`config.mk`:
```
export PLATFORM = sky130hd
export DESIGN_NAME = rom_port_arbiter
export DESIGN_NICKNAME = d
export VERILOG_FILES = /design/src/rtl/mem_pkg.sv /design/src/rtl/rom_addr_check.sv /design/src/rtl/rom_port_arbiter.sv
export SDC_FILE = /design/constraint.sdc
export NUM_CORES = 1
export LEC_CHECK = 0
export BUFFER_PORTS_ARGS = -buffer_cell sky130_fd_sc_hd__buf_4
export CAP_MARGIN = 20
export CORE_UTILIZATION = 47
export DETAILED_ROUTE_END_ITERATION = 8
export HOLD_SLACK_MARGIN = 0.03
export PLACE_DENSITY = 0.79
export SYNTH_ARGS = -nofsm -noshare
export SYNTH_HDL_FRONTEND = slang
export SYNTH_SLANG_ARGS = --single-unit
```
`constraint.sdc`:
```
create_clock -name clk -period 2.9 [get_ports clk]
set_input_delay 0.58 -clock clk [delete_from_list [all_inputs] [get_ports clk]]
set_output_delay 0.58 -clock clk [all_outputs]
set_load 0.01 [all_outputs]
```
`src/rtl/mem_pkg.sv`:
```
// Shared memory-map constants and requester ids for the program ROM port.
package mem_pkg;
  localparam logic [15:0] ROM_BOUND_L = 16'hC000;
  localparam logic [15:0] ROM_BOUND_U = 16'hFFFF;

  typedef enum logic {
    REQ_IF = 1'b0,
    REQ_EX = 1'b1
  } req_id_t;
endpackage

```
`src/rtl/rom_addr_check.sv`:
```
// Align, range-check and translate a CPU address into a ROM byte offset.
module rom_addr_check
  import mem_pkg::*;
#(
  parameter logic [15:0] BOUND_L = ROM_BOUND_L,
  parameter logic [15:0] BOUND_U = ROM_BOUND_U
) (
  input  logic [15:0] addr,
  input  logic        bw,
  output logic        in_range,
  output logic [15:0] offset
);
  logic [15:0] aligned;
  logic [16:0] first;
  logic [16:0] last;

  // Word accesses drop bit 0; the range test is done in 17 bits so A+1 never wraps.
  always_comb begin
    aligned  = bw ? addr : {addr[15:1], 1'b0};
    first    = {1'b0, aligned};
    last     = bw ? first : first + 17'd1;
    in_range = (first >= {1'b0, BOUND_L}) && (last <= {1'b0, BOUND_U});
    offset   = aligned - BOUND_L;
  end
endmodule

```
`src/rtl/rom_port_arbiter.sv`:
```
// Shares the program ROM read port between instruction fetch and execute.
module rom_port_arbiter
  import mem_pkg::*;
#(
  parameter logic [15:0] BOUND_L  = ROM_BOUND_L,
  parameter logic [15:0] BOUND_U  = ROM_BOUND_U,
  parameter int          MAX_WAIT = 2
) (
  input  logic        clk,
  input  logic        rst,
  input  logic        if_req,
  input  logic [15:0] if_addr,
  output logic        if_gnt,
  output logic        if_valid,
  output logic [15:0] if_data,
  output logic        if_err,
  input  logic        ex_req,
  input  logic [15:0] ex_addr,
  input  logic        ex_bw,
  output logic        ex_gnt,
  output logic        ex_valid,
  output logic [15:0] ex_data,
  output logic        ex_err,
  output logic [15:0] rom_addr,
  input  logic [15:0] rom_out
);
  localparam logic [2:0] WAIT_MAX = 3'(MAX_WAIT);

  logic [2:0]  wait_cnt;
  logic        force_if;
  logic        any_gnt;
  logic [15:0] sel_addr;
  logic        sel_bw;
  logic        sel_ok;
  logic [15:0] sel_off;

  // Response stage: what was granted last cycle.
  logic        rsp_vld;
  req_id_t     rsp_id;
  logic        rsp_bw;
  logic        rsp_err;
  logic [15:0] rsp_data;
  logic [15:0] if_hold;
  logic [15:0] ex_hold;

  // EX normally wins; a starved IF takes the port once wait_cnt saturates.
  always_comb begin
    force_if = if_req && (wait_cnt == WAIT_MAX);
    ex_gnt   = !rst && ex_req && !force_if;
    if_gnt   = !rst && if_req && (!ex_req || force_if);
    any_gnt  = if_gnt || ex_gnt;
    sel_addr = ex_gnt ? ex_addr : if_addr;
    sel_bw   = ex_gnt && ex_bw;
  end

  rom_addr_check #(
    .BOUND_L(BOUND_L),
    .BOUND_U(BOUND_U)
  ) u_check (
    .addr    (sel_addr),
    .bw      (sel_bw),
    .in_range(sel_ok),
    .offset  (sel_off)
  );

  // Count consecutive denied IF cycles, saturating at the starvation limit.
  always_ff @(posedge clk) begin
    if (rst)                              wait_cnt <= '0;
    else if (!if_req || if_gnt)           wait_cnt <= '0;
    else if (wait_cnt != WAIT_MAX)        wait_cnt <= wait_cnt + 3'd1;
  end

  // Capture the granted request; faulting requests leave the ROM address alone.
  always_ff @(posedge clk) begin
    if (rst) begin
      rom_addr <= '0;
      rsp_vld  <= 1'b0;
      rsp_id   <= REQ_IF;
      rsp_bw   <= 1'b0;
      rsp_err  <= 1'b0;
    end else begin
      rsp_vld <= any_gnt;
      rsp_id  <= ex_gnt ? REQ_EX : REQ_IF;
      rsp_bw  <= sel_bw;
      rsp_err <= any_gnt && !sel_ok;
      if (any_gnt && sel_ok) rom_addr <= sel_off;
    end
  end

  // ROM data is only available in the response cycle, so it is shown live
  // then and held in a side register afterwards. Reset masks a response
  // that is still in flight.
  always_comb begin
    rsp_data = rsp_err ? 16'h0000 : (rsp_bw ? {8'h00, rom_out[7:0]} : rom_out);
    if_valid = !rst && rsp_vld && (rsp_id == REQ_IF);
    ex_valid = !rst && rsp_vld && (rsp_id == REQ_EX);
    if_err   = if_valid && rsp_err;
    ex_err   = ex_valid && rsp_err;
    if_data  = if_valid ? rsp_data : if_hold;
    ex_data  = ex_valid ? rsp_data : ex_hold;
  end

  // Keep the last delivered data per requester until its next response.
  always_ff @(posedge clk) begin
    if (rst) begin
      if_hold <= '0;
      ex_hold <= '0;
    end else begin
      if (if_valid) if_hold <= rsp_data;
      if (ex_valid) ex_hold <= rsp_data;
    end
  end
endmodule

```
==> impl_metrics.ini <==
[sta]
max_slew_margin_pct = 31.73
skew_ns = 0.003068
max_freq_mhz = 379.1
rsz0062_at_grt = no
fin_tns_setup_ns = 0
hold_violations = 0
slew_viol_final = 0
layout_setup_ws_ns = 0.2620
fin_crit_sh_pct = 90.97
finalCriticalPeriod_ns = 2.638
finalSetupViolCount = 0
worst_pin_slew_ns = 1.020

[floorplan]
core_area_um2 = 5107
dieArea_um2 = 5568
die_w_um = 74.62
die_height_um = 74.62
start_util_pct = 48.53
io_pins = 107
rows = 26

[logic_synthesis]
synth-edff-count = 0
synth_adder_area_share_pct = 1.514
synthSimpleGateAreaFrac_pct = 26.60
yosysSeqAreaShare_pct = 44.42
synthesis.nets = 367
synth.distinct_cells = 38
synth_cells = 311
async_flop_share_pct = 0
syn_area_per_cell_um2 = 7.970
synthMuxAreaShare_pct = 0.8582
yosysWarnings = 0
synth_ff_type = dfxtp_1
synth_top_family_by_area = simple AND/OR/NAND/NOR gates
ys_ff_latch = 55
synth_compound_area_share_pct = 20.19
syn_area_um2 = 2479
synth_xor_area_share_pct = 0

[power]
p_sw_mw = 0.3700
seqPwrFrac_pct = 55.0
ir_worst_vdd_mv = 0.2651
power_leakage_nw = 1.581
intPower_mw = 1.074
power_density_nw_per_um2 = 429.6
power_frac_clock_pct = 27.5
p_sw_share_pct = 25.62
comb_power_share_pct = 17.5

[layout]
synthToLayoutAreaGrowth_pct = 35.59
diodes = 0
multi_input_area_um2 = 1219
ff_latch_area_um2 = 1101
final_util_pct = 65.80
nFillCells = 468
final_common_cell = buf_4
mostFrequentLayoutCells = buf_4, nand2_1, dfxtp_1
drive_above_1_share_pct = 33.99
finalNetCount = 464

[clocking]
cts_sinks = 55
cts_max_level = 2
cts_resized = 0
cts_root_buf = clkbuf_8
cts_tree = yes
clkLatencyLatePin_ns = 0.30
postCtsSetupBuffers = 0
path_clk_slew_ns = 0.09
cts_hold_buf = 0
cts_inserted_buffers = 5
cts.path.max_buffers = 2

[placed_design]
dpl_worst_slack_ns = 0.2234
dp_hpwl_mm = 4.229
gp_congestion = 0.7895
io_buffers = 105

[route]
vias = 2514
finalWirelength_mm = 6.082
vias_per_cell = 5.248
drtAntennaViolNets = 0
firstDrtPassIters = 4
initialDrtViolationCount = 126
drc_errors = 0
routedWlPerCell_um = 12.70

[worst_setup_path]
endpoint_kind = primary output
crit_start = rsp_err$_SDFF_PP0_
worstPathArrival_ns = 2.06
critPathLaunchType = register
rr_startpoint = wait_cnt[0]$_SDFFE_PP0P_
crit_required_ns = 2.32
critPathMaxFanout = 16
crit_type = register to primary output

[hold_path]
min_from = wait_cnt[0]$_SDFFE_PP0P_
hold_path.class = register to register

[global_route]
grt-ovfl-total = 0
grt_usage_pct = 22.95
top_usage_layer = met2
use_met3_pct = 6.693
use_met2_pct = 39.94
grt_max_degree = 25
use_met1_pct = 27.55
grt_pass1_vias = 2218
grt_pass1_wl_mm = 9.770
antenna_found_initial = 0

[job]
maxCapViolCount = 0

[outcome]
run_status = complete, no violations
area by class of cell:
class	instances	area share, %
Tap cell	70	2.606
Clock inverter	1	0.1489
Timing Repair Buffer	112	25.02
Inverter	7	0.9308
Clock buffer	7	2.271
Multi-Input combinational cell	227	36.26
Sequential cell	55	32.76
per-stage QoR:
| stage | total power, mW | cells | area, um2 | hold WS (ns) |
|---|---|---|---|---|
| after floorplan | 0.9423 | 311 | 2479 | 0.4173 |
| after global placement | 1.062 | 471 | 3279 | 0.4305 |
| after detailed placement | 1.064 | 471 | 3279 | 0.4396 |
| after CTS | 1.466 | 479 | 3361 | 0.4542 |
| after global routing | 1.525 | 479 | 3361 | 0.4694 |
| final | 1.444 | 479 | 3361 | 0.4477 |
registers in the layout (all words and copies together) (netlist names):
register	flops
wait_cnt	3
ex_hold	16
rsp_bw	1
rom_addr	16
rsp_vld	1
rsp_err	1
if_hold	16
rsp_id	1
synth_stat cells, types with 3 or more instances:
library cell / instances / share of area [%]
a21oi_1: 40 / 8.1
a21oi_2: 8 / 2.8
a311oi_1: 13 / 4.6
buf_2: 5 / 1.0
clkbuf_1: 11 / 1.7
dfxtp_1: 55 / 44
ha_1: 3 / 1.5
inv_1: 4 / 0.61
nand2_1: 72 / 11
nand2_2: 8 / 2.0
nand2b_1: 4 / 1.0
nand3_1: 31 / 6.3
nor2_1: 7 / 1.1
nor2b_1: 9 / 2.3
o21ai_0: 11 / 2.2
o21ai_1: 3 / 0.61
power groups by stage:
stage	clock network, mW	registers (mW)	logic, mW
6_report	0.397	0.794	0.253
5_1_grt	0.448	0.797	0.280
4_1_cts	0.418	0.793	0.254
3_5_place_dp	0	0.811	0.254
3_3_place_gp	0	0.810	0.252
2_1_floorplan	0	0.811	0.131
critical path, cell delays in order, from the launching register on:
cell     delay [ns]
dfxtp_1        0.45
nor2_1         0.84
nand3_1        0.21
nand2_1        0.13
buf_4          0.12
worst paths after layout:
kind / endpoint / slack, ns / cells past startpoint
worst min register to register: wait_cnt[0]$_SDFFE_PP0P_ / 0.45 / 1
worst max-delay path: ex_data[15] / 0.26 / 4
worst min-delay path: wait_cnt[0]$_SDFFE_PP0P_ / 0.45 / 1
worst max register to register: rom_addr[12]$_SDFFE_PP0P_ / 0.34 / 9
per-layer routing:
metal  up-vias  share of wire, %  wire length, um
li1       1267                 -                -
met2        98                48             2949
met4         0               1.2               72
met5         -                 0                0
met3         7               7.9              478
met1      1142                42             2582
logic make-up (layout without fill, tap and decap cells):
logic type               Yosys count  in the layout
multiplexers                       2              2
flip-flops                        55             55
AND/OR/NAND/NOR                  141            141
AO/OA/AOI/OAI                     81             81
buffers and inverters             29            127
adder cells (fa/ha/maj)            3              3
Power figures use the tool's default switching activity.
